## config.mk

```make
export PLATFORM = sky130hd
export DESIGN_NAME = uart_buf_rd_sched_flat
export DESIGN_NICKNAME = d
export VERILOG_FILES = /design/src/rtl/uart_buf_rd_sched_pkg.sv /design/src/rtl/uart_buf_rd_sched_if.sv /design/src/rtl/uart_buf_rd_sched_rr_pick.sv /design/src/rtl/uart_buf_rd_sched.sv /design/src/flat_wrapper.sv
export SDC_FILE = /design/constraint.sdc
export NUM_CORES = 1
export LEC_CHECK = 0
export CORE_MARGIN = 4
export CORE_UTILIZATION = 55
export CTS_CLUSTER_SIZE = 20
export DETAILED_ROUTE_END_ITERATION = 8
export GPL_TIMING_DRIVEN = 1
export HOLD_SLACK_MARGIN = 0.12
export PLACE_DENSITY = 0.83
export SYNTH_ARGS = -nofsm -noshare
export SYNTH_HDL_FRONTEND = slang
export SYNTH_HIERARCHICAL = 1
export SYNTH_SLANG_ARGS = --single-unit
```

## constraint.sdc

```tcl
create_clock -name clk -period 6.8 [get_ports clk]
set_clock_uncertainty 0.15 [all_clocks]
set_input_delay 1.36 -clock clk [delete_from_list [all_inputs] [get_ports clk]]
set_output_delay 1.36 -clock clk [all_outputs]
set_load 0.02 [all_outputs]
```

## src/rtl/uart_buf_rd_sched_pkg.sv

```systemverilog
// Shared types and constants for the UART receive-buffer read scheduler.
// Optional feature macro: DROP_CNT_EN (adds a saturating drop counter).
package uart_sched_pkg;

   typedef enum logic [1:0] {
      IDLE,
      ARB,
      READ,
      DONE
   } state_t;

   localparam int unsigned DEF_NCH   = 5;
   localparam int unsigned DEF_AW    = 5;
   localparam int unsigned DEF_WORDS = 20;
   localparam int unsigned DEF_GAP   = 3;

   // Tag travelling alongside the buffer read data through the latency pipe.
   typedef struct packed {
      logic       valid;
      logic [2:0] ch;
      logic       first;
      logic       last;
   } vtag_t;

   // Index width for n items, never narrower than one bit.
   function automatic int unsigned chW(input int unsigned n);
      return (n > 1) ? $clog2(n) : 1;
   endfunction

endpackage

```

## src/rtl/uart_buf_rd_sched_if.sv

```systemverilog
// Handshake bundle between the write counters, the read scheduler and the packers.
// Optional feature macro: DROP_CNT_EN (adds oDropCnt).
interface uart_buf_rd_sched_if #(
   parameter int unsigned NCH = 5,
   parameter int unsigned AW  = 5
);
   logic [NCH-1:0] iDone;
   logic [NCH-1:0] oRd;
   logic [AW-1:0]  oRdAdr;
   logic           oValid;
   logic [2:0]     oValCh;
   logic           oFirst;
   logic           oLast;
   logic           oBusy;
   logic           oOvf;
`ifdef DROP_CNT_EN
   logic [7:0]     oDropCnt;

   modport master (
      input  iDone,
      output oRd, oRdAdr, oValid, oValCh, oFirst, oLast, oBusy, oOvf, oDropCnt
   );
   modport slave (
      output iDone,
      input  oRd, oRdAdr, oValid, oValCh, oFirst, oLast, oBusy, oOvf, oDropCnt
   );
`else
   modport master (
      input  iDone,
      output oRd, oRdAdr, oValid, oValCh, oFirst, oLast, oBusy, oOvf
   );
   modport slave (
      output iDone,
      input  oRd, oRdAdr, oValid, oValCh, oFirst, oLast, oBusy, oOvf
   );
`endif
endinterface

```

## src/rtl/uart_buf_rd_sched_rr_pick.sv

```systemverilog
// Combinational round-robin priority encoder: first requester after 'last'.
module rr_pick
   import uart_sched_pkg::*;
#(
   parameter int unsigned NCH = 5,
   parameter int unsigned CW  = chW(NCH)
)(
   input  logic [NCH-1:0] req,
   input  logic [CW-1:0]  last,
   output logic [CW-1:0]  grant,
   output logic           found
);

   int unsigned    idx;
   logic [NCH-1:0] rot;

   // Scan (last+1)..(last+NCH) mod NCH and keep the first hit.
   always_comb begin
      grant = '0;
      found = 1'b0;
      idx   = 0;
      rot   = '0;
      for (int unsigned k = 1; k <= NCH; k++) begin
         idx = (32'(last) + k) % NCH;
         rot = req >> idx;
         if (!found && rot[0]) begin
            grant = CW'(idx);
            found = 1'b1;
         end
      end
   end

endmodule

```

## src/rtl/uart_buf_rd_sched.sv

```systemverilog
// Round-robin read scheduler for the per-channel ramUART receive buffers.
// Grants one channel per packet, walks WORDS addresses with GAP idle cycles
// between reads, and tags the buffer output with a latency-aligned valid.
// Optional feature macro: DROP_CNT_EN (saturating count of oOvf pulses).
module uart_buf_rd_sched
   import uart_sched_pkg::*;
#(
   parameter int unsigned NCH    = DEF_NCH,
   parameter int unsigned AW     = DEF_AW,
   parameter int unsigned WORDS  = DEF_WORDS,
   parameter int unsigned GAP    = DEF_GAP,
   parameter int unsigned RD_LAT = 1
)(
   input  logic clk,
   input  logic rst,
   uart_buf_rd_sched_if.master bus
);

   localparam int unsigned CH_W = chW(NCH);
   localparam int unsigned GW   = chW(GAP + 1);

   if ((WORDS < 1) || (WORDS > (1 << AW)) || (NCH < 1) || (NCH > 8) || (RD_LAT < 1)) begin : gBadCfg
      $error("uart_buf_rd_sched: WORDS must be 1..2**AW, NCH 1..8, RD_LAT >= 1");
   end

   state_t          state, stateNext;
   logic [NCH-1:0]  pending, pendNext;
   logic [NCH-1:0]  grantMask, grantedMask, clrMask;
   logic [CH_W-1:0] grant, lastGrant, pickGrant;
   logic            pickFound;
   logic            rdEn, lastAddr;
   logic            ovfNext, ovf;
   logic [AW-1:0]   addr;
   logic [GW-1:0]   gapCnt;
   vtag_t           tagIn;
   vtag_t           pipe [RD_LAT];

   rr_pick #(.NCH(NCH), .CW(CH_W)) uPick (
      .req   (pending),
      .last  (lastGrant),
      .grant (pickGrant),
      .found (pickFound)
   );

   assign grantMask   = NCH'(1) << grant;
   assign grantedMask = ((state == READ) || (state == DONE)) ? grantMask : '0;
   assign clrMask     = (state == DONE) ? grantMask : '0;
   // A new request beats the DONE clear, so a channel overwritten mid-read is re-queued.
   assign pendNext    = (pending & ~clrMask) | bus.iDone;
   assign ovfNext     = |(bus.iDone & (pending | grantedMask));
   assign lastAddr    = (addr == AW'(WORDS - 1));

   // FSM state register.
   always_ff @(posedge clk) begin
      if (rst) state <= IDLE;
      else     state <= stateNext;
   end

   // FSM next state and read strobe.
   always_comb begin
      stateNext = state;
      rdEn      = 1'b0;
      unique case (state)
         IDLE: if (|pending) stateNext = ARB;
         ARB:  stateNext = pickFound ? READ : IDLE;
         READ: begin
            if (gapCnt == '0) begin
               rdEn = 1'b1;
               if (lastAddr) stateNext = DONE;
            end
         end
         DONE: stateNext = (|pendNext) ? ARB : IDLE;
         default: stateNext = IDLE;
      endcase
   end

   // Request bookkeeping, grant, address and gap counters.
   always_ff @(posedge clk) begin
      if (rst) begin
         pending   <= '0;
         ovf       <= 1'b0;
         grant     <= '0;
         lastGrant <= CH_W'(NCH - 1);
         addr      <= '0;
         gapCnt    <= '0;
      end else begin
         pending <= pendNext;
         ovf     <= ovfNext;
         unique case (state)
            ARB: begin
               if (pickFound) begin
                  grant     <= pickGrant;
                  lastGrant <= pickGrant;
               end
               addr   <= '0;
               gapCnt <= '0;
            end
            READ: begin
               // The address advances on the last gap cycle so the next read sees it.
               if (gapCnt == '0) begin
                  if (!lastAddr) begin
                     if (GAP == 0) addr   <= addr + 1'b1;
                     else          gapCnt <= GW'(GAP);
                  end
               end else begin
                  gapCnt <= gapCnt - 1'b1;
                  if (gapCnt == GW'(1)) addr <= addr + 1'b1;
               end
            end
            default: ;
         endcase
      end
   end

   assign tagIn.valid = rdEn;
   assign tagIn.ch    = 3'(grant);
   assign tagIn.first = rdEn && (addr == '0);
   assign tagIn.last  = rdEn && lastAddr;

   // Delay the read tag by the buffer read latency.
   always_ff @(posedge clk) begin
      if (rst) begin
         for (int unsigned i = 0; i < RD_LAT; i++) pipe[i] <= '0;
      end else begin
         pipe[0] <= tagIn;
         for (int unsigned i = 1; i < RD_LAT; i++) pipe[i] <= pipe[i - 1];
      end
   end

   assign bus.oRd    = rdEn ? grantMask : '0;
   assign bus.oRdAdr = addr;
   assign bus.oBusy  = (state != IDLE);
   assign bus.oOvf   = ovf;
   assign bus.oValid = pipe[RD_LAT - 1].valid;
   assign bus.oValCh = pipe[RD_LAT - 1].ch;
   assign bus.oFirst = pipe[RD_LAT - 1].first;
   assign bus.oLast  = pipe[RD_LAT - 1].last;

`ifdef DROP_CNT_EN
   logic [7:0] dropCnt;

   // Saturating count of lost/overwritten requests.
   always_ff @(posedge clk) begin
      if (rst)                          dropCnt <= '0;
      else if (ovfNext && dropCnt != '1) dropCnt <= dropCnt + 1'b1;
   end

   assign bus.oDropCnt = dropCnt;
`endif

endmodule

```

## src/flat_wrapper.sv

```systemverilog
// flat-port wrapper written by rule: the top's interface ports become plain ports
module uart_buf_rd_sched_flat import uart_sched_pkg::*;
#(
   parameter int unsigned NCH    = DEF_NCH,
   parameter int unsigned AW     = DEF_AW,
   parameter int unsigned WORDS  = DEF_WORDS,
   parameter int unsigned GAP    = DEF_GAP,
   parameter int unsigned RD_LAT = 1
)
  (clk, rst, bus_iDone, bus_oRd, bus_oRdAdr, bus_oValid, bus_oValCh, bus_oFirst, bus_oLast, bus_oBusy, bus_oOvf);
  uart_buf_rd_sched_if #(.NCH(NCH), .AW(AW)) bus_i ();
  input  logic clk;
  input  logic rst;
  input wire logic [$bits(bus_i.iDone)-1:0] bus_iDone;
  output wire logic [$bits(bus_i.oRd)-1:0] bus_oRd;
  output wire logic [$bits(bus_i.oRdAdr)-1:0] bus_oRdAdr;
  output wire logic [$bits(bus_i.oValid)-1:0] bus_oValid;
  output wire logic [$bits(bus_i.oValCh)-1:0] bus_oValCh;
  output wire logic [$bits(bus_i.oFirst)-1:0] bus_oFirst;
  output wire logic [$bits(bus_i.oLast)-1:0] bus_oLast;
  output wire logic [$bits(bus_i.oBusy)-1:0] bus_oBusy;
  output wire logic [$bits(bus_i.oOvf)-1:0] bus_oOvf;
  assign bus_i.iDone = bus_iDone;
  assign bus_oRd = bus_i.oRd;
  assign bus_oRdAdr = bus_i.oRdAdr;
  assign bus_oValid = bus_i.oValid;
  assign bus_oValCh = bus_i.oValCh;
  assign bus_oFirst = bus_i.oFirst;
  assign bus_oLast = bus_i.oLast;
  assign bus_oBusy = bus_i.oBusy;
  assign bus_oOvf = bus_i.oOvf;
  uart_buf_rd_sched #(.NCH(NCH), .AW(AW), .WORDS(WORDS), .GAP(GAP), .RD_LAT(RD_LAT)) u_core (.clk(clk), .rst(rst), .bus(bus_i));
endmodule
```

==> results of run 1 <==
## area by class of cell
class | count | area, um2 | share of cell area
clock buffers | 4 | 45.0 | 0.0116
multi-input cells | 385 | 2830 | 0.732
repair buffers | 29 | 278 | 0.0718
flip-flops and latches | 25 | 502 | 0.130
well taps | 77 | 96.3 | 0.0249
inverters | 31 | 116 | 0.0301
## routing by layer
metal,up-vias,GRT usage
li1,1768,-
met4,0,0.0701
met5,-,0
met2,157,0.413
met1,1766,0.317
met3,29,0.0326
## registers in the layout, summed over array words and instances (netlist names), named ones only
name and count:
u_core/pending 5, u_core/bus.oRdAdr 5, u_core/grant 3, u_core/state 1, u_core/bus.oOvf 1, u_core/gapCnt 2
u_core/pipe 6, u_core/lastGrant 1
## logic make-up after synthesis
group	Yosys count
xor gates and xnor gates	17
adders and majority gates	35
muxes	18
DFF	25
buffers and inverters	54
and+or+nand+nor	160
AOI/OAI and AO/OA	155
## stage by stage
step | cells | util | hold slack [ns]
6_report | 551 | 0.613 | 0.367
5_1_grt | 551 | 0.613 | 0.405
4_1_cts | 551 | 0.613 | 0.374
3_5_place_dp | 547 | 0.606 | 0.351
3_3_place_gp | 547 | 0.606 | 0.334
2_1_floorplan | 464 | - | 0.315
## worst register-to-register path, stage by stage, from the launching register on
cell	delay, ns
dfxtp_1	0.71
inv_1	0.31
ha_1	0.69
ha_1	0.43
or4b_1	0.58
and3_1	0.27
xnor2_1	0.19
ha_1	0.27
nand2b_1	0.14
o21ai_0	0.21
a211oi_1	0.11
a221o_1	0.29
a211oi_1	0.42
nand3_1	0.16
nand3_1	0.17
nand2_1	0.15
or3_1	0.40
a21oi_1	0.14
## cell usage after synthesis (all sizes together) (3+ instances only)
master | count | area share
a21o | 6 | 0.013
mux2 | 9 | 0.029
nand2b | 10 | 0.018
nand2 | 41 | 0.043
ha | 34 | 0.12
nand4bb | 3 | 0.0095
a2111oi | 4 | 0.012
a41oi | 3 | 0.0074
xnor2 | 12 | 0.032
o21a | 4 | 0.0085
nor2b | 8 | 0.015
o22ai | 5 | 0.0088
nand3 | 16 | 0.023
xor2 | 5 | 0.018
nand3b | 4 | 0.0085
clkbuf | 13 | 0.014
dfxtp | 25 | 0.14
o221ai | 4 | 0.0099
a211oi | 6 | 0.014
nor3 | 7 | 0.0099
nor4b | 3 | 0.0074
mux2i | 6 | 0.017
o21bai | 3 | 0.0095
or3 | 7 | 0.012
o31ai | 4 | 0.0085
o211ai | 10 | 0.021
a221o | 3 | 0.0085
a211o | 5 | 0.012
or4 | 6 | 0.014
nand4 | 7 | 0.014
nor2 | 31 | 0.033
mux4 | 3 | 0.019
inv | 31 | 0.033
o21ai | 26 | 0.038
a31oi | 3 | 0.0095
a22oi | 9 | 0.020
a21oi | 37 | 0.053
a221oi | 3 | 0.0092
or4b | 3 | 0.011
buf | 10 | 0.014
## final timing paths
path | slack [ns] | depth (start not counted) | endpoint | startpoint
worst min-delay path | 0.37 | 2 | u_core/gapCnt[1] | u_core/gapCnt[1]
worst max register to register | 0.92 | 17 | flip-flop | u_core/grant[1]
worst min register to register | 0.37 | 2 | u_core/gapCnt[1] | u_core/gapCnt[1]
worst max-delay path | 0.92 | 17 | flip-flop | u_core/grant[1]
==> impl_metrics.csv, run 1 <==
group,metric,value,unit
die,die_w,88.3,um
drt,first_pass_iters,5,
global_route,grt_max_degree,27,
timing,layout_setup_ws,0.917,ns
drt,wl_met3,524,um
global_route,first_global_vias,3292,
setup_path,crit_path_max_incr_delay,0.71,ns
timing,setup_violations,0,
timing,relSlewSlack,0.321,
logic_synthesis,synth-xor-area-share,0.0494,
timing,min_period,5.88,ns
clock_tree,cts-htree-levels,1,
min_path,hold_path.class,"reg -> reg",
setup_path,crit_chain,"inv_1 > ha_1 > ha_1 > or4b_1 > and3_1 > xnor2_1 > ha_1 > nand2b_1 > o21ai_0 > a211oi_1 > a221o_1 > a211oi_1 > nand3_1 > nand3_1 > nand2_1 > or3_1 > a21oi_1",
logic_synthesis,ys_types,87,
die,io_pins,25,
global_route,grt_pass1_wl,15500,um
die,fp.dieH,88.3,um
clock_tree,clock_sinks,25,
logic_synthesis,syn_area_per_cell,7.65,um2
final_layout,layout.nets,516,
placement,portBuffers,24,
logic_synthesis,synth_seq_area_share,0.141,
timing,max_freq,0.170,GHz
setup_path,critical_path.max_fanout,25,
logic_synthesis,synthAdderAreaFrac,0.123,
drt,dr_wl_met2,4730,um
drt,drc,0,
drt,top_layer,"met4",
clock_tree,numCtsBuffers,3,
logic_synthesis,syn_nets,505,
final_layout,design_area,3870,um2
run,cap_violations,0,
final_layout,diodes,0,
timing,slew_violations,0,
final_layout,syn2layout_area_growth,9.06,%
final_layout,drive_gt1_frac,0.0886,
drt,wl_per_cell,17.3,um
logic_synthesis,synth-compound-area-share,0.315,
timing,grt_setup_unrepaired,"no",
logic_synthesis,synth_edf_count,0,
logic_synthesis,syn-instance-count,464,
timing,fin_crit_sh,0.865,
logic_synthesis,synth_top_family_by_area,"compound AO/OA/AOI/OAI gates",
logic_synthesis,syn_area,3550,um2
setup_path,cp_num_buf_inv,1,
global_route,antenna_found_initial,0,
clock_tree,cts_setup_buffers,0,
drt,drt-met1-wl,4050,um
timing,final.setup.tns,0,ns
final_layout,fillers,574,
die,start_util,0.562,
clock_tree,clkSlewWorstSetupHoldPaths,0.08,ns
logic_synthesis,synth_simple_gate_area_frac,0.246,
logic_synthesis,synthFlopType,"dfxtp_1",
drt,vias,3720,
timing,hold_violations,0,
setup_path,required,6.83,ns
global_route,grt_remaining_overflow,0,
setup_path,crit_family,"simple AND/OR/NAND/NOR gates",
final_layout,layout_common_cells,"nand2_1 (41), a21oi_1 (36), ha_1 (34)",
logic_synthesis,synth_seq_cells,25,
timing,worstMarginPinSlew,1.02,ns
setup_path,critical_path_class,"reg -> reg",
clock_tree,cts_tree,"done",
global_route,gr-usage-all-layers,0.242,
setup_path,worstSetupEndpointType,"flip-flop",
clock_tree,insertion_delay,0.26,ns
clock_tree,cts-hold-fix-buffers,0,
setup_path,worst_setup_path_start_kind,"flip-flop",
drt,dr.first_iter.drc_count,436,
clock_tree,cts_root_buffer,"clkbuf_8",
placement,post-dp-hpwl,6930,um
logic_synthesis,synthArstFlopShare,0,
outcome,outcome,"completed",
logic_synthesis,synthMuxAreaShare,0.0645,
clock_tree,ctsLongestPathBuffers,2,
setup_path,cp_slowest_cell,"dfxtp_1",
drt,viasPerCell,6.75,
die,num_rows,29,
logic_synthesis,synth-warning-count,6,
clock_tree,postCtsResizedCells,0,
placement,place_congestion,0.877,
final_layout,final_common_cell,"nand2_1",
setup_path,crit_path_frequent_cell,"ha_1",
die,core,6310,um2
placement,place_ws,1.13,ns
placement,dpl_cell_area,3820,um2
drt,wl,9530,um
die,die_area,7800,um2
drt,ant_nets,0,
setup_path,cp.arrival,5.91,ns
Power of run 1 is left out: the tool's default activity adds up to more than one toggle a clock period on the data nets, which glitch-free logic cannot reach.
==> inputs of run 2 (changes only) <==
--- a/config.mk
+++ b/config.mk
@@ -12,6 +12,7 @@
 export GPL_TIMING_DRIVEN = 1
 export HOLD_SLACK_MARGIN = 0.12
 export PLACE_DENSITY = 0.83
+export SETUP_SLACK_MARGIN = 0.1
 export SYNTH_ARGS = -nofsm -noshare
 export SYNTH_HDL_FRONTEND = slang
 export SYNTH_HIERARCHICAL = 1
==> results of run 2 <==
No change in the layout: final DEF, timing and power equal those of run 1.
Power of run 2 is left out for the same reason.
